`src/rtl/avalon_stream_sink.sv`:
```
// rtl/avalon_stream_sink.sv - Avalon-MM slave feeding a FWFT FIFO onto a valid/ready stream; optional pop counter under STREAM_SINK_STATS_EN
module avalon_stream_sink #(
  parameter int DEPTH  = 16,
  parameter int ADDR_W = 2
) (
  input  logic              sys_clk,
  input  logic              sys_rst,
  input  logic [ADDR_W-1:0] avs_address,
  input  logic              avs_write,
  input  logic [31:0]       avs_writedata,
  input  logic [3:0]        avs_byteenable,
  input  logic              avs_read,
  output logic [31:0]       avs_readdata,
  output logic              avs_waitrequest,
  output logic              out_valid,
  output logic [31:0]       out_data,
  input  logic              out_ready
);

  localparam int AW = $clog2(DEPTH);
  localparam int PW = AW + 1;

  typedef enum logic {S_IDLE, S_RESP} state_t;

  state_t        state_q, state_d;
  logic [PW-1:0] wr_ptr_q, wr_ptr_d;
  logic [PW-1:0] rd_ptr_q, rd_ptr_d;
  logic [31:0]   rdata_q, rdata_d;
  logic [31:0]   mem_q [DEPTH];

  logic          empty, full;
  logic [PW-1:0] level;
  logic          rd_wait, wr_done, push, pop, flush;
  logic [31:0]   wdata_masked, status_word, stats_value, reg_value;

  // FIFO occupancy derived from the extra-MSB pointer pair
  always_comb begin
    empty = (wr_ptr_q == rd_ptr_q);
    full  = (wr_ptr_q[AW] != rd_ptr_q[AW]) && (wr_ptr_q[AW-1:0] == rd_ptr_q[AW-1:0]);
    level = wr_ptr_q - rd_ptr_q;
  end

  // Bus handshake; a read always takes priority over a concurrent write
  always_comb begin
    avs_waitrequest = 1'b0;
    if (!sys_rst) begin
      if (avs_read) avs_waitrequest = rd_wait;
      else          avs_waitrequest = full && avs_write && (avs_address == ADDR_W'(0));
    end
    wr_done = avs_write && !avs_read && !avs_waitrequest;
    push    = wr_done && (avs_address == ADDR_W'(0));
    flush   = wr_done && (avs_address == ADDR_W'(2)) && avs_writedata[0];
    pop     = !empty && out_ready;
  end

  // Disabled byte lanes are stored as zero
  always_comb begin
    wdata_masked = '0;
    for (int i = 0; i < 4; i++) begin
      if (avs_byteenable[i]) wdata_masked[8*i +: 8] = avs_writedata[8*i +: 8];
    end
  end

  // Register read mux: STATUS and STATS are the only readable offsets
  always_comb begin
    status_word       = '0;
    status_word[0]    = empty;
    status_word[1]    = full;
    status_word[15:8] = 8'(level);
    reg_value         = '0;
    if (avs_address == ADDR_W'(1)) reg_value = status_word;
    if (avs_address == ADDR_W'(3)) reg_value = stats_value;
  end

  // Read FSM: IDLE stalls one cycle and captures, RESP completes the transfer
  always_comb begin
    state_d = state_q;
    rdata_d = rdata_q;
    rd_wait = 1'b0;
    case (state_q)
      S_IDLE: begin
        if (avs_read) begin
          rd_wait = 1'b1;
          rdata_d = reg_value;
          state_d = S_RESP;
        end
      end
      S_RESP:  state_d = S_IDLE;
      default: state_d = S_IDLE;
    endcase
  end

  // Pointer update; flush discards everything by jumping the read pointer and beats a pop
  always_comb begin
    wr_ptr_d = wr_ptr_q;
    rd_ptr_d = rd_ptr_q;
    if (push) wr_ptr_d = wr_ptr_q + PW'(1);
    if (flush)    rd_ptr_d = wr_ptr_q;
    else if (pop) rd_ptr_d = rd_ptr_q + PW'(1);
  end

  // Control/state registers
  always_ff @(posedge sys_clk or posedge sys_rst) begin
    if (sys_rst) begin
      state_q  <= S_IDLE;
      wr_ptr_q <= '0;
      rd_ptr_q <= '0;
      rdata_q  <= '0;
    end else begin
      state_q  <= state_d;
      wr_ptr_q <= wr_ptr_d;
      rd_ptr_q <= rd_ptr_d;
      rdata_q  <= rdata_d;
    end
  end

  // FIFO storage; contents need no reset because the pointers gate visibility
  always_ff @(posedge sys_clk) begin
    if (push) mem_q[wr_ptr_q[AW-1:0]] <= wdata_masked;
  end

`ifdef STREAM_SINK_STATS_EN
  logic [31:0] stats_q, stats_d;

  // Popped-word counter; a clearing write beats a concurrent pop
  always_comb begin
    stats_d = stats_q;
    if (wr_done && (avs_address == ADDR_W'(3))) stats_d = '0;
    else if (pop && !flush)                     stats_d = stats_q + 32'd1;
  end

  // Counter register
  always_ff @(posedge sys_clk or posedge sys_rst) begin
    if (sys_rst) stats_q <= '0;
    else         stats_q <= stats_d;
  end

  assign stats_value = stats_q;
`else
  assign stats_value = '0;
`endif

  assign avs_readdata = rdata_q;
  assign out_valid    = !empty;
  assign out_data     = empty ? '0 : mem_q[rd_ptr_q[AW-1:0]];

endmodule

```
`config.mk`:
```
export PLATFORM = sky130hd
export DESIGN_NAME = avalon_stream_sink
export DESIGN_NICKNAME = d
export VERILOG_FILES = /design/src/rtl/avalon_stream_sink.sv
export SDC_FILE = /design/constraint.sdc
export NUM_CORES = 1
export LEC_CHECK = 0
export ABC_AREA = 0
export BUFFER_PORTS_ARGS = -buffer_cell sky130_fd_sc_hd__buf_4
export CORE_MARGIN = 2
export CORE_UTILIZATION = 40
export CTS_BUF_LIST = sky130_fd_sc_hd__clkbuf_8 sky130_fd_sc_hd__clkbuf_16
export DETAILED_ROUTE_END_ITERATION = 10
export GPL_TIMING_DRIVEN = 1
export PLACE_DENSITY_LB_ADDON = 0.25
export SYNTH_ARGS = -nofsm -noshare
export SYNTH_HDL_FRONTEND = slang
export SYNTH_SLANG_ARGS = --single-unit
```
`constraint.sdc`:
```
create_clock -name sys_clk -period 4.36 [get_ports sys_clk]
set_input_delay 0.872 -clock sys_clk [delete_from_list [all_inputs] [get_ports sys_clk]]
set_output_delay 0.872 -clock sys_clk [all_outputs]
set_load 0.02 [all_outputs]
```
# After elaboration in Yosys (flattened, before gate mapping)
# Memories as Yosys holds them, arrays and structs flattened.
# Index checks and enable logic that the tools add are counted.
dict set report op_classes {
  add_sub_neg 3
  n_mul 0
  div 0
  order_cmp 0
  eq_ne 6
  shift 0
  n_mux 16
  bitwise_logic 1
  n_reduce_logical 15
}
# op n
set ops {}
lappend ops {{32-bit 2-to-1 mux} 2}
lappend ops {{8-bit 2-to-1 mux} 4}
lappend ops {{13-bit 2-to-1 mux} 1}
lappend ops {{5-bit by 1-bit adder with 5-bit output (second input constant)} 2}
lappend ops {{5-bit 2-to-1 mux} 2}
lappend ops {{1-bit logical AND} 9}
lappend ops {{1-bit 2-to-1 mux} 6}
lappend ops {{5-bit == test} 1}
lappend ops {{5-bit subtractor} 1}
lappend ops {{2-bit == test (second input constant)} 2}
lappend ops {{4-bit == test} 1}
lappend ops {{1-bit logical NOT} 3}
lappend ops {{2-bit by 1-bit == test with 1-bit output (second input constant)} 1}
lappend ops {{2-bit logical NOT} 1}
lappend ops {{1-bit case mux with 2 select lines} 1}
lappend ops {{2-bit AND reduction} 1}
lappend ops {{2-bit nonzero test} 1}
lappend ops {{1-bit != test} 1}
lappend ops {{1-bit inverter} 1}
dict set report totals {
  reg_bits 43
  latchBits 0
  ram_bits 512
  mem_bits_ro 0
  in_bits 43
  out_inout_bits 66
  n_memories 1
}
# memory words word_bits rd rd_ports_with_merged_regs wr line
set memory_table {}
lappend memory_table {mem_q 16 32 1 0 1 29} ;# logic [31:0] mem_q [DEPTH];

# Logic depth before layout (Yosys ltp)
dict set report logic_depth {
  ltp_word 11
  ltp_mapped 10
  mapped_depth_nobuf 7
}

# Least setup slack after synthesis
# No wires, ideal clock.
dict set report synth_path {
  path_type {register to register}
  startpoint {reg rd_ptr_q[1]}
  endpoint {mem mem_q[3][0], enable pin}
  t_arrival_ns 4.011
  required_ns 3.899
  setup_slack_ns -0.112
  path_stages_with_launch 10
  path_buffers 3
  cell_sequence {dfrtp_1 > clkbuf_1 > buf_2 > buf_2 > inv_1 > ha_1 > and4_1 > a21oi_2 > o211ai_1 > nor3_1}
}
dict set report synth_via {
  elab_chain_cells 11
}
# element line
set synth_lines {}
lappend synth_lines {{start: declaration} 27} ;# logic [PW-1:0] rd_ptr_q, rd_ptr_d;
lappend synth_lines {{start signal: assignment} 112} ;# rd_ptr_q <= rd_ptr_d;
lappend synth_lines {{4-bit == test} 39} ;# full = (wr_ptr_q[AW] != rd_ptr_q[AW]) && (wr_ptr_q[AW-1:0] == rd_ptr_q[AW-1:0]);
lappend synth_lines {{1-bit logical AND} 39}
lappend synth_lines {{1-bit logical AND (2 in series)} 48} ;# else avs_waitrequest = full && avs_write && (avs_address == ADDR_W'(0));
lappend synth_lines {{1-bit 2-to-1 mux} 47} ;# if (avs_read) avs_waitrequest = rd_wait;
lappend synth_lines {{1-bit 2-to-1 mux} 46} ;# if (!sys_rst) begin
lappend synth_lines {{1-bit logical NOT} 50} ;# wr_done = avs_write && !avs_read && !avs_waitrequest;
lappend synth_lines {{1-bit logical AND} 50}
lappend synth_lines {{1-bit logical AND} 51} ;# push = wr_done && (avs_address == ADDR_W'(0));
lappend synth_lines {{1-bit 2-to-1 mux} 119} ;# if (push) mem_q[wr_ptr_q[AW-1:0]] <= wdata_masked;
lappend synth_lines {{1-bit 2-to-1 mux (not written as such)} 119}
lappend synth_lines {{end: declaration} 29}
# No other way between the ends.

# Worst setup path in the final report
dict set report layout_path {
  startpoint {reg rd_ptr_q[3]}
  endpoint {out out_data[22]}
}
dict set report layout_via {
  elab_chain_cells 2
}
# element line
set layout_lines {}
lappend layout_lines {{memory 16 x 32 bit / 5-bit == test (equally long branches)} n/a}
lappend layout_lines {{32-bit 2-to-1 mux (*)} 145} ;# assign out_data = empty ? '0 : mem_q[rd_ptr_q[AW-1:0]];
lappend layout_lines {{end: declaration} 16} ;# output logic [31:0] out_data,
# Mark *: on every way between the ends. The rest lies on a longest branch, timed or not.

==> out/qor.yml <==
sta:
  worst_clock_skew_ns: 0.01355
  fin_crit_sh: 0.9314
  fmax_ghz: 0.2462
  slew_headroom: 0.3080
  hold_violations: 0
  rsz0062_at_grt: "false"
  period_minus_slack_ns: 4.061
  setup_viol: 0
  finalSetupTns_ns: 0
  max_slew.worst_pin.slew_ns: 1.038
  hold_ws_ns: 0.4487
  report.final.slew_viol_count: 0
finish:
  fill_cells: 4338
  area_growth_pct: 14.63
  regArea_um2: 15830
  drive_gt1_frac: 0.2987
  nNetsFinal: 1139
  multi_input_area_um2: 4758
  diodes: 0
global_route:
  grt_overflow: 0
  antenna_found_initial: 1
  grt_usage: 0.1711
  grt_pass1_vias: 10280
  grt_pass1_wl_um: 67420
  grt_max_degree: 133
setup_path:
  cp-end-kind: "primary output"
  cp_max_fo: 41
  r2r-end: "mem_q[1][17]"
  r2r_cells: 6
  r2r_start: "wr_ptr_q[3]"
  cp_data_arrival_time_ns: 3.19
  cp.buffers_inverters: 4
  cpMostUsedCell: "buf_4"
  crit_family: "buffers and inverters"
  worstSetupStartpointType: "flip-flop"
  reg2reg_slack_ns: 1.16
  critical_path.slowest_cell: "buf_4"
  critPathKind: "reg -> out"
  worstPathRequired_ns: 3.49
  cp_cell_sequence: "inv_4 -> buf_4 -> buf_4 -> mux2i_1 -> o22ai_1 -> buf_4"
  critPathMaxStageDelay_ns: 0.69
cts:
  htree_levels: 2
  cts.path.max_buffers: 3
  cts_setup_buffers: 0
  path_clk_slew_ns: 0.06
  postCtsHoldBufs: 0
  cts_tree: "yes"
  clockRootBuffer: "clkbuf_16"
  clk_latency_ns: 0.60
  clock-sinks: 530
  cts_resized: 0
  numCtsBuffers: 53
power:
  p_leak_nw: 8.140
  intPower_mw: 10.20
  irDropWorstVdd_uv: 605.6
  power_density_nw_per_um2: 612.4
  pwr-share-comb: 0.320
  clkPwrFrac: 0.288
  switchingPower_mw: 4.525
  seqPwrFrac: 0.393
  power_switching_share: 0.3073
die:
  die-area_um2: 54280
  io_pins: 109
  rows: 83
  die_x_um: 233.0
  die_h_um: 233.0
  start_util: 0.4064
  core_area_um2: 51610
place:
  dpl.hpwl_um: 25420
  gp_congestion: 0.7575
  io_buffers: 83
synth:
  syn_inst: 967
  synth_warnings: 0
  yosysSeqAreaShare: 0.7545
  yosys.cell_types.count: 40
  ys_ff_latch: 530
  synth_area_um2: 20970
  postSynthAreaPerCell_um2: 21.69
detailed_routing:
  first_pass_iters: 5
  via_per_inst: 5.367
  wl_um: 45270
  routedWlPerCell_um: 25.08
  route.detailed.drc: 0
  vias: 9687
  drtAntennaViolNets: 0
  first_iter_violations: 620
status:
  outcome: "completed"
worst_hold_path:
  hold_class: "in -> async"
run:
  maxCapViolCount: 0
## cell families after synthesis
logic type               Yosys count  share of synthesized area
XOR/XNOR                           8                   0.003699
AO/OA/AOI/OAI                     58                    0.01736
other                              1                  0.0001788
flip-flops                       530                     0.7545
buffers and inverters             81                    0.02482
AND/OR/NAND/NOR                   85                    0.02410
adder cells (fa/ha/maj)           10                   0.006324
multiplexers                     194                     0.1690
## cell usage in the layout (no fill, tap or decap), types with 8 or more instances in the layout
master       n
edfxtp_1   512
mux4_2     128
buf_4      102
mux2i_1     65
clkbuf_16   55
and2_1      32
o22ai_1     32
conb_1      25
inv_1       21
dfrtp_1     16
clkinv_1    12
and3_2      10
buf_12      10
o21ai_0      9
ha_1         9
nor2_1       8
nand2_1      8
clkinv_2     8
## registers in the layout, indices dropped and copies added (netlist names)
| register | count |
|---|---|
| rd_ptr_q | 5 |
| wr_ptr_q | 5 |
| mem_q | 512 |
| state_q | 1 |
| avs_readdata | 7 |
## synth_stat cells, drive strengths merged
cell | instances | share of area
a21oi | 5 | 0.0014
a31oi | 3 | 0.00089
and2 | 32 | 0.0095
and3 | 12 | 0.0036
and4 | 5 | 0.0021
buf | 62 | 0.021
clkbuf | 10 | 0.0018
conb | 1 | 0.00018
dfrtp | 18 | 0.021
edfxtp | 512 | 0.73
fa | 1 | 0.00095
ha | 9 | 0.0054
inv | 9 | 0.0016
mux2 | 1 | 0.00054
mux2i | 65 | 0.031
mux4 | 128 | 0.14
nand2 | 10 | 0.0018
nand2b | 2 | 0.00060
nand3 | 2 | 0.00048
nand4 | 2 | 0.00060
nor2 | 8 | 0.0014
nor2b | 5 | 0.0015
nor3 | 2 | 0.00048
nor4b | 1 | 0.00072
o211ai | 3 | 0.0011
o21a | 3 | 0.0011
o21ai | 10 | 0.0026
o22ai | 32 | 0.0095
o41ai | 2 | 0.00084
or2 | 1 | 0.00030
or2b | 1 | 0.00042
or3 | 2 | 0.00060
xnor2 | 5 | 0.0021
xor2 | 3 | 0.0016
## worst max-delay path by stage
stage	cells after the start	slack [ns]	from	end
global route	6	0.21	rd_ptr_q[3]	out_data[21]
global placement	6	0.92	rd_ptr_q[3]	out_data[22]
CTS	6	0.29	rd_ptr_q[3]	out_data[22]
detailed placement	4	0.84	avs_address[1]	mem_q[12][9]
floorplan	9	0.66	rd_ptr_q[1]	mem_q[7][0]
finish	6	0.30	rd_ptr_q[3]	out_data[22]
## stage by stage
stage	cell area (um^2)	worst slack, ns	util	instances	total power, mW
floorplan	21070	0.6646	-	991	9.233
global placement	22440	0.9200	0.4349	1711	10.71
detailed placement	22440	0.8372	0.4349	1711	10.71
CTS	24040	0.2873	0.4658	1805	14.94
global route	24040	0.2067	0.4658	1805	15.38
finish	24040	0.2989	0.4658	1805	14.72
## power by group through the flow
| stage | clock, mW | sequential, mW | combinational [mW] |
|---|---|---|---|
| final | 4.24 | 5.78 | 4.71 |
| after floorplan | 0 | 5.87 | 3.36 |
| after global placement | 0 | 5.88 | 4.83 |
| after detailed placement | 0 | 5.89 | 4.82 |
| after CTS | 4.33 | 5.78 | 4.83 |
| after global routing | 4.52 | 5.79 | 5.07 |
## per-layer routing
| layer | part of all wire | global-route usage |
|---|---|---|
| met2 | 0.50 | 0.2837 |
| met1 | 0.44 | 0.2359 |
| met5 | 0 | 0 |
| met3 | 0.042 | 0.02917 |
| met4 | 0.020 | 0.04299 |
## cell type report
class,count,share of cell area
Sequential cell,530,0.6585
Multi-Input combinational cell,380,0.1979
Clock buffer,55,0.05725
Timing Repair Buffer,112,0.04018
Tap cell,680,0.03539
Clock inverter,39,0.009212
Inverter,9,0.001509
Note: power is estimated with default switching activity, not from simulation.
